### src/rtl/ctr_stream_ctrl.sv
// ctr_stream_ctrl: sequences a message through an AES-CTR core one 128-bit block at a time.
//
// Ports
//   clk, reset_n        : clock (rising edge) and asynchronous active-low reset
//   start, msg_len, iv  : message request; msg_len (bytes) and iv are latched when start is
//                         accepted in IDLE
//   in_valid/in_ready   : input block handshake; in_data carries the block (a partial final
//                         block sits in the low bytes)
//   out_valid/out_ready : result handshake; out_data is registered, out_last marks the final block
//   busy, done          : busy is high outside IDLE; done pulses once at message end
//   ctr_init/next/finalize : one-cycle commands to the CTR core
//   ctr_init_counter    : latched iv presented to the core
//   ctr_block_i         : registered input block presented to the core
//   ctr_len_i           : valid bit count of the block being processed
//   ctr_ready           : one-cycle completion pulse from the core
//   ctr_block_o         : core result, only meaningful while ctr_ready is high
//
// LEN_W must be at least 5 so the 16-byte block size is representable in rem_q.
module ctr_stream_ctrl #(
  parameter int unsigned LEN_W = 16
) (
  input  logic             clk,
  input  logic             reset_n,
  input  logic             start,
  input  logic [LEN_W-1:0] msg_len,
  input  logic [127:0]     iv,
  input  logic             in_valid,
  output logic             in_ready,
  input  logic [127:0]     in_data,
  output logic             out_valid,
  input  logic             out_ready,
  output logic [127:0]     out_data,
  output logic             out_last,
  output logic             busy,
  output logic             done,
  output logic             ctr_init,
  output logic             ctr_next,
  output logic             ctr_finalize,
  output logic [127:0]     ctr_init_counter,
  output logic [127:0]     ctr_block_i,
  output logic [7:0]       ctr_len_i,
  input  logic             ctr_ready,
  input  logic [127:0]     ctr_block_o
);

  localparam logic [LEN_W-1:0] BlkBytes = LEN_W'(16);

  typedef enum logic [2:0] {
    StIdle,
    StInit,
    StWaitInit,
    StGet,
    StIssue,
    StWaitBlk,
    StPut,
    StDone
  } state_e;

  state_e state_q, state_d;

  logic [LEN_W-1:0] rem_q;     // bytes still to be processed
  logic [127:0]     iv_q;
  logic [127:0]     blk_q;
  logic [127:0]     out_q;
  logic [7:0]       len_q;

  logic             rem_zero;
  logic             rem_gt_blk;
  logic [7:0]       len_calc;
  logic [LEN_W-1:0] rem_dec;
  logic [127:0]     keep_mask;

  assign rem_zero   = (rem_q == '0);
  assign rem_gt_blk = (rem_q > BlkBytes);

  always_comb begin
    // 8*rem only matters below 16 bytes, so the low nibble is enough.
    len_calc  = (rem_q >= BlkBytes) ? 8'd128 : {1'b0, rem_q[3:0], 3'b000};
    rem_dec   = rem_gt_blk ? (rem_q - BlkBytes) : '0;
    // Non-final blocks always carry len_q == 128, so the mask only bites on a short final block.
    keep_mask = (len_q == 8'd128) ? '1 : ((128'd1 << len_q) - 128'd1);
  end

  // State register
  always_ff @(posedge clk or negedge reset_n) begin
    if (!reset_n) begin
      state_q <= StIdle;
    end else begin
      state_q <= state_d;
    end
  end

  // Next-state logic
  always_comb begin
    state_d = state_q;
    unique case (state_q)
      StIdle:     if (start) state_d = StInit;
      StInit:     state_d = StWaitInit;
      StWaitInit: if (ctr_ready) state_d = rem_zero ? StDone : StGet;
      StGet:      if (in_valid) state_d = StIssue;
      StIssue:    state_d = StWaitBlk;
      StWaitBlk:  if (ctr_ready) state_d = StPut;
      StPut:      if (out_ready) state_d = rem_zero ? StDone : StGet;
      StDone:     state_d = StIdle;
      default:    state_d = StIdle;
    endcase
  end

  // Outputs decoded from state
  always_comb begin
    in_ready     = 1'b0;
    out_valid    = 1'b0;
    out_last     = 1'b0;
    done         = 1'b0;
    ctr_init     = 1'b0;
    ctr_next     = 1'b0;
    ctr_finalize = 1'b0;
    busy         = (state_q != StIdle);
    unique case (state_q)
      StInit:  ctr_init = 1'b1;
      StGet:   in_ready = 1'b1;
      StIssue: begin
        ctr_next     = rem_gt_blk;
        ctr_finalize = !rem_gt_blk;
      end
      StPut: begin
        out_valid = 1'b1;
        out_last  = rem_zero;
      end
      StDone:  done = 1'b1;
      default: ;
    endcase
  end

  // Datapath registers
  always_ff @(posedge clk or negedge reset_n) begin
    if (!reset_n) begin
      rem_q <= '0;
      iv_q  <= '0;
      blk_q <= '0;
      out_q <= '0;
      len_q <= '0;
    end else begin
      if (state_q == StIdle && start) begin
        rem_q <= msg_len;
        iv_q  <= iv;
      end
      // len_q is fixed here so it stays stable through ISSUE and WAIT_BLK.
      if (state_q == StGet && in_valid) begin
        blk_q <= in_data;
        len_q <= len_calc;
      end
      if (state_q == StWaitBlk && ctr_ready) begin
        out_q <= ctr_block_o & keep_mask;
        rem_q <= rem_dec;
      end
    end
  end

  assign out_data         = out_q;
  assign ctr_init_counter = iv_q;
  assign ctr_block_i      = blk_q;
  assign ctr_len_i        = len_q;

endmodule

### config.mk
export PLATFORM = sky130hd
export DESIGN_NAME = ctr_stream_ctrl
export DESIGN_NICKNAME = d
export VERILOG_FILES = /design/src/rtl/ctr_stream_ctrl.sv
export SDC_FILE = /design/constraint.sdc
export NUM_CORES = 1
export LEC_CHECK = 0
export CORE_AREA = 8 8 307 309
export CTS_BUF_LIST = sky130_fd_sc_hd__clkbuf_16
export CTS_CLUSTER_SIZE = 30
export DETAILED_ROUTE_END_ITERATION = 6
export DIE_AREA = 0 0 315 317
export GPL_TIMING_DRIVEN = 0
export HOLD_SLACK_MARGIN = 0.03
export SYNTH_ARGS = -nofsm -noshare
export SYNTH_HDL_FRONTEND = slang
export SYNTH_SLANG_ARGS = --single-unit
### constraint.sdc
create_clock -name clk -period 4.88 [get_ports clk]
set_input_delay 1.22 -clock clk [delete_from_list [all_inputs] [get_ports clk]]
set_output_delay 1.22 -clock clk [all_outputs]
set_load 0.05 [all_outputs]
# Word level (Yosys, flattened, before mapping)
# Index checks and enable logic that the tools add are counted.
# op_classes
n_addsub	2
n_lt_le_gt_ge	2
eq_ne	13
shift	1
n_mux	19
n_bitwise	1
reduce_logical	9
# ops
cell	n
$and A128 B128 Y128	1
$mux W128	1
$shl A1 B8 Y128 const A	1
$sub A128 B1 Y128 const B	1
$mux W16	3
$pmux W3 S8	1
$mux W3	6
$ge A16 B5 Y1 const B	1
$gt A16 B5 Y1 const B	1
$logic_not A16 Y1	1
$sub A16 B5 Y16 const B	1
$eq A3 B3 Y1 const B	4
$ne A2 B2 Y1 const B	5
$eq A8 B8 Y1 const B	1
$mux W8	1
$mux W1	7
$eq A3 B2 Y1 const B	2
$reduce_and A5 Y1	1
$eq A3 B1 Y1 const B	1
$logic_and A1 B1 Y1	3
$logic_not A3 Y1	1
$reduce_bool A3 Y1	1
$reduce_bool A2 Y1	1
$logic_not A1 Y1	1
# word_totals
regBits	411
input_bits	406
out_inout_bits	400

# Depth between registers and ports, before layout
# logic_depth
ltp_word	4
depth_mapped	11
depth_no_buf	8

# Least setup slack after synthesis
# No wires, ideal clock.
# synth_path
path_kind	reg-to-output
startpoint	register rem_q[4]
endpoint	output port ctr_finalize
t_arrival_ns	2.189
required_ns	3.660
setup_slack_ns	1.471
stages_incl_launch_ff	6
path_buffers	0
cell_sequence	dfrtp_1 -> inv_1 -> ha_1 -> nor3b_1 -> a31oi_1 -> nor3_1
# synth_via
elab_chain_cells	3
# synth_lines
item	line	source
start, declared	61	logic [LEN_W-1:0] rem_q;
start signal, assigned	145	rem_q <= msg_len;
start signal, assigned	155	rem_q <= rem_dec;
$gt A16 B5 Y1	74	assign rem_gt_blk = (rem_q > BlkBytes);
$logic_not A1 Y1	124	ctr_finalize = !rem_gt_blk;
$mux W1	119	unique case (state_q)
end, declared	38	output logic ctr_finalize,
# Every way passes these cells.

# Worst setup path in the final report
# layout_path
startpoint	register rem_q[4]
endpoint	output port out_last
# layout_via
elab_chain_cells	2
# layout_lines
item	line	source
$logic_not A16 Y1	73	assign rem_zero = (rem_q == '0);
$mux W1	119	
end, declared	33	output logic out_last,
# Every way passes these cells.

==> results.cfg <==
[outcome]
outcome = completed

[critical_path]
timing.critical_path.required_ps = 3660
r2r_start = ctr_len_i[3]
critical_path.startpoint_type = flip-flop
worst_r2r_setup_slack_ps = 1670
end_kind = output pin
r2r-end = out_data[29]
path_class = flip-flop to output pin
path_max_fanout = 5
ff2ff_path_depth = 9
crit_arrival_ps = 3310

[pwr]
internal_power_uw = 11000
power.share.switching_pct = 48.88
power_per_cell_area_nw_per_um2 = 792.4
clock_share_of_power_pct = 16.2
power.static_leakage_uw = 0.01176
combPwrFrac_pct = 56.5
vdd_ir_drop_max_uv = 393.2
netSwitchingPower_uw = 10510
p_total_uw = 21510
p_seq_share_pct = 27.3

[sta]
timing.final.max_slew_violations = 0
worst_clock_skew_ps = 33.12
timing_worst_slew_pin_value_ps = 994.8
fmaxAchievable_mhz = 220.9
endpoints_failing_hold = 0
min_period_ps = 4528
slew_headroom_pct = 33.68
final_setup_viols = 0
grt_setup_unrepaired = false
post-route-period-util_pct = 92.78

[clock_network]
ctsResizeCount = 0
cts_tree = yes
clk_pin_slew_worst_paths_ps = 60
cts-root-buf = sky130_fd_sc_hd__clkbuf_16
clkLatencyLatePin_ps = 620
cts_inserted_buffers = 49
cts_max_path_bufs = 3
clock_h_tree_levels = 2
number_of_buffers_inserted_to_repair_setup_after_cts = 0
hold_bufs_inserted_after_cts = 0
clock-sinks = 408

[hold_path]
holdPathEnd = out_data[120]
timing.hold.worst_path_depth = 2
hold_class = flip-flop to flip-flop
hp-start = out_data[120]

[yosys]
synth-edff-count = 0
avgSynthCellArea_sq_um = 11.53
yosys_warnings = 0
ys_ff_latch = 408
ys_seq_area_share_pct = 63.63
synthArstFlopShare_pct = 100.0
syn-cell-area_sq_um = 16050
synth.lib_cells_used.distinct = 60
synth_top_flop_cell = sky130_fd_sc_hd__dfrtp_1
syn_inst = 1392

[placement]
dp_cells = 3375
place_hpwl_um = 62260
placedInstanceArea_sq_um = 25640
global_placer_s_final_weighted_congestion = 0.8326
io_buffer_count = 802

[floorplanning]
design.die.area_sq_um = 99860
core-area_sq_um = 89320
initial_utilization_pct = 17.96
fp-row-count = 110
top_level_ports = 806
die_h_um = 317
floorplan.die.width_um = 315

[layout]
post-route-util_pct = 30.39
layout.nets = 2664
postLayoutCellArea_sq_um = 27150
layout-area-overhead-vs-synth_pct = 69.18
multi_input_gate_area_in_the_final_layout_sq_um = 5461
fillCellCount = 9246
drive_gt1_share_pct = 10.49
register_area_sq_um = 10210
layout.cells.non_filler = 3469

[detailed_routing]
drt_first_iter_violations = 888
wirelength_um = 78190
route.detailed.drc = 0
average_detailed_routed_wire_length_per_instance_um = 22.54
num_vias = 14110
final_antenna_net_count = 0
route.detailed.vias_per_inst = 4.068
drt_pass1_iterations = 5

[grt]
grt_max_degree = 107
number_of_antenna_violations_at_the_first_check_in_global_routing = 20
gr-usage-all-layers_pct = 14.85
grt_first_pass_wirelength_um = 108700
grt.overflow.total = 0
first_global_vias = 14900

[run]
drv_cap = 0
[power groups by stage]
stage	clock [uW]	combinational [uW]	sequential [uW]
after CTS	3620	12300	5880
after global routing	3740	12700	6080
after detailed placement	0	12300	5900
after floorplan	0	2320	11000
final	3480	12100	5880
after global placement	0	12200	5900
[state kept, by name (all words and copies together) (netlist names)]
signal            flops
ctr_block_i         128
ctr_init_counter    128
out_data            128
rem_q                16
ctr_len_i             5
state_q               3
[layer usage]
metal	vias up	GRT usage, %	share of wire, %
li1	6456	-	-
met1	6857	16.94	38
met2	661	25.24	48
met3	127	5.996	10
met4	10	4.926	3.4
met5	-	0	0.078
[worst max-delay path, cell delays in order, from the launching register on]
cell                              delay (ps)
sky130_fd_sc_hd__dfrtp_1                 430
sky130_fd_sc_hd__inv_1                   130
sky130_fd_sc_hd__ha_1                    220
sky130_fd_sc_hd__nor3b_1                 390
sky130_fd_sc_hd__and2_1                  360
sky130_fd_sc_hd__and4_2                  260
sky130_fd_sc_hd__clkdlybuf4s50_1         890
[cells in the mapped netlist (4+ instances only)]
cell type,instances,area (sq um)
sky130_fd_sc_hd__and2_1,5,31.28
sky130_fd_sc_hd__a22o_1,108,945.9
sky130_fd_sc_hd__ha_1,8,100.1
sky130_fd_sc_hd__or3_1,4,25.02
sky130_fd_sc_hd__o21ai_0,29,145.1
sky130_fd_sc_hd__nand3_1,10,50.05
sky130_fd_sc_hd__clkbuf_1,53,198.9
sky130_fd_sc_hd__nor2b_1,4,25.02
sky130_fd_sc_hd__a221o_1,4,40.04
sky130_fd_sc_hd__mux2_2,129,1453
sky130_fd_sc_hd__nor2_1,20,75.07
sky130_fd_sc_hd__a21oi_1,26,130.1
sky130_fd_sc_hd__nand2_1,462,1734
sky130_fd_sc_hd__dfrtp_1,408,10210
sky130_fd_sc_hd__mux2i_1,4,40.04
sky130_fd_sc_hd__nor3_1,8,40.04
sky130_fd_sc_hd__buf_2,14,70.07
sky130_fd_sc_hd__inv_1,9,33.78
sky130_fd_sc_hd__a31oi_1,4,25.02
sky130_fd_sc_hd__buf_1,9,33.78
sky130_fd_sc_hd__o21ai_1,11,55.05
[cell usage in the layout, fill, tap and decap left out, types with 6 or more instances in the layout]
cell type                         instances
sky130_fd_sc_hd__nand3_1                 10
sky130_fd_sc_hd__nor3_1                   8
sky130_fd_sc_hd__clkdlybuf4s50_1        801
sky130_fd_sc_hd__clkbuf_1                53
sky130_fd_sc_hd__clkinv_2                10
sky130_fd_sc_hd__nand2_1                462
sky130_fd_sc_hd__a22o_1                 108
sky130_fd_sc_hd__clkinv_1                10
sky130_fd_sc_hd__a21oi_1                 26
sky130_fd_sc_hd__o21ai_1                 11
sky130_fd_sc_hd__clkbuf_16               49
sky130_fd_sc_hd__o21ai_0                 29
sky130_fd_sc_hd__buf_2                   14
sky130_fd_sc_hd__ha_1                     8
sky130_fd_sc_hd__dfrtp_1                408
sky130_fd_sc_hd__nor2_1                  20
sky130_fd_sc_hd__mux2_2                 129
sky130_fd_sc_hd__inv_1                   17
sky130_fd_sc_hd__buf_1                    9
sky130_fd_sc_hd__diode_2                  6
[worst max-delay path by stage]
stage                     depth (start not counted)                     to  slack (ps)      from
after detailed placement                          7  ctr_init_counter[109]         570     start
after global routing                              7               ctr_next          80  rem_q[4]
final                                             6               out_last         350  rem_q[4]
after floorplan                                   5           ctr_finalize        1470  rem_q[4]
after global placement                            1    ctr_init_counter[5]      -16930   reset_n
after CTS                                         7               ctr_next         240  rem_q[4]
[final cells by class]
class	instances	area share, %
clock buffers	49	4.517
clock inverters	39	0.9771
flip-flops and latches	408	37.61
multi-input cells	896	20.12
well taps	1176	5.420
repair buffers	805	29.89
plain buffers	81	1.281
diodes	6	0.05531
inverters	9	0.1244
[per-stage QoR]
step / worst slack (ps) / hold slack [ps] / TNS, ps
finish: 352.3 / 470.8 / 0
global route: 79.29 / 493.1 / 0
CTS: 236.2 / 474.7 / 0
detailed placement: 565.4 / 461.2 / 0
global placement: -16930 / 453.2 / -6860240
floorplan: 1471 / 488.8 / 0
[cell families (layout without fill, tap and decap cells)]
| family | count (synthesis) | after routing | share of synthesized area (%) |
|---|---|---|---|
| buffers and inverters | 90 | 983 | 2.378 |
| other | 1 | 9 | 0.02337 |
| and+or+nand+nor | 539 | 539 | 13.86 |
| DFF | 408 | 408 | 63.63 |
| muxes | 133 | 133 | 9.303 |
| AOI/OAI and AO/OA | 212 | 212 | 10.12 |
| adders and majority gates | 8 | 8 | 0.6239 |
| xor gates and xnor gates | 1 | 1 | 0.05460 |
No activity file was read; power rests on OpenSTA's default activity.
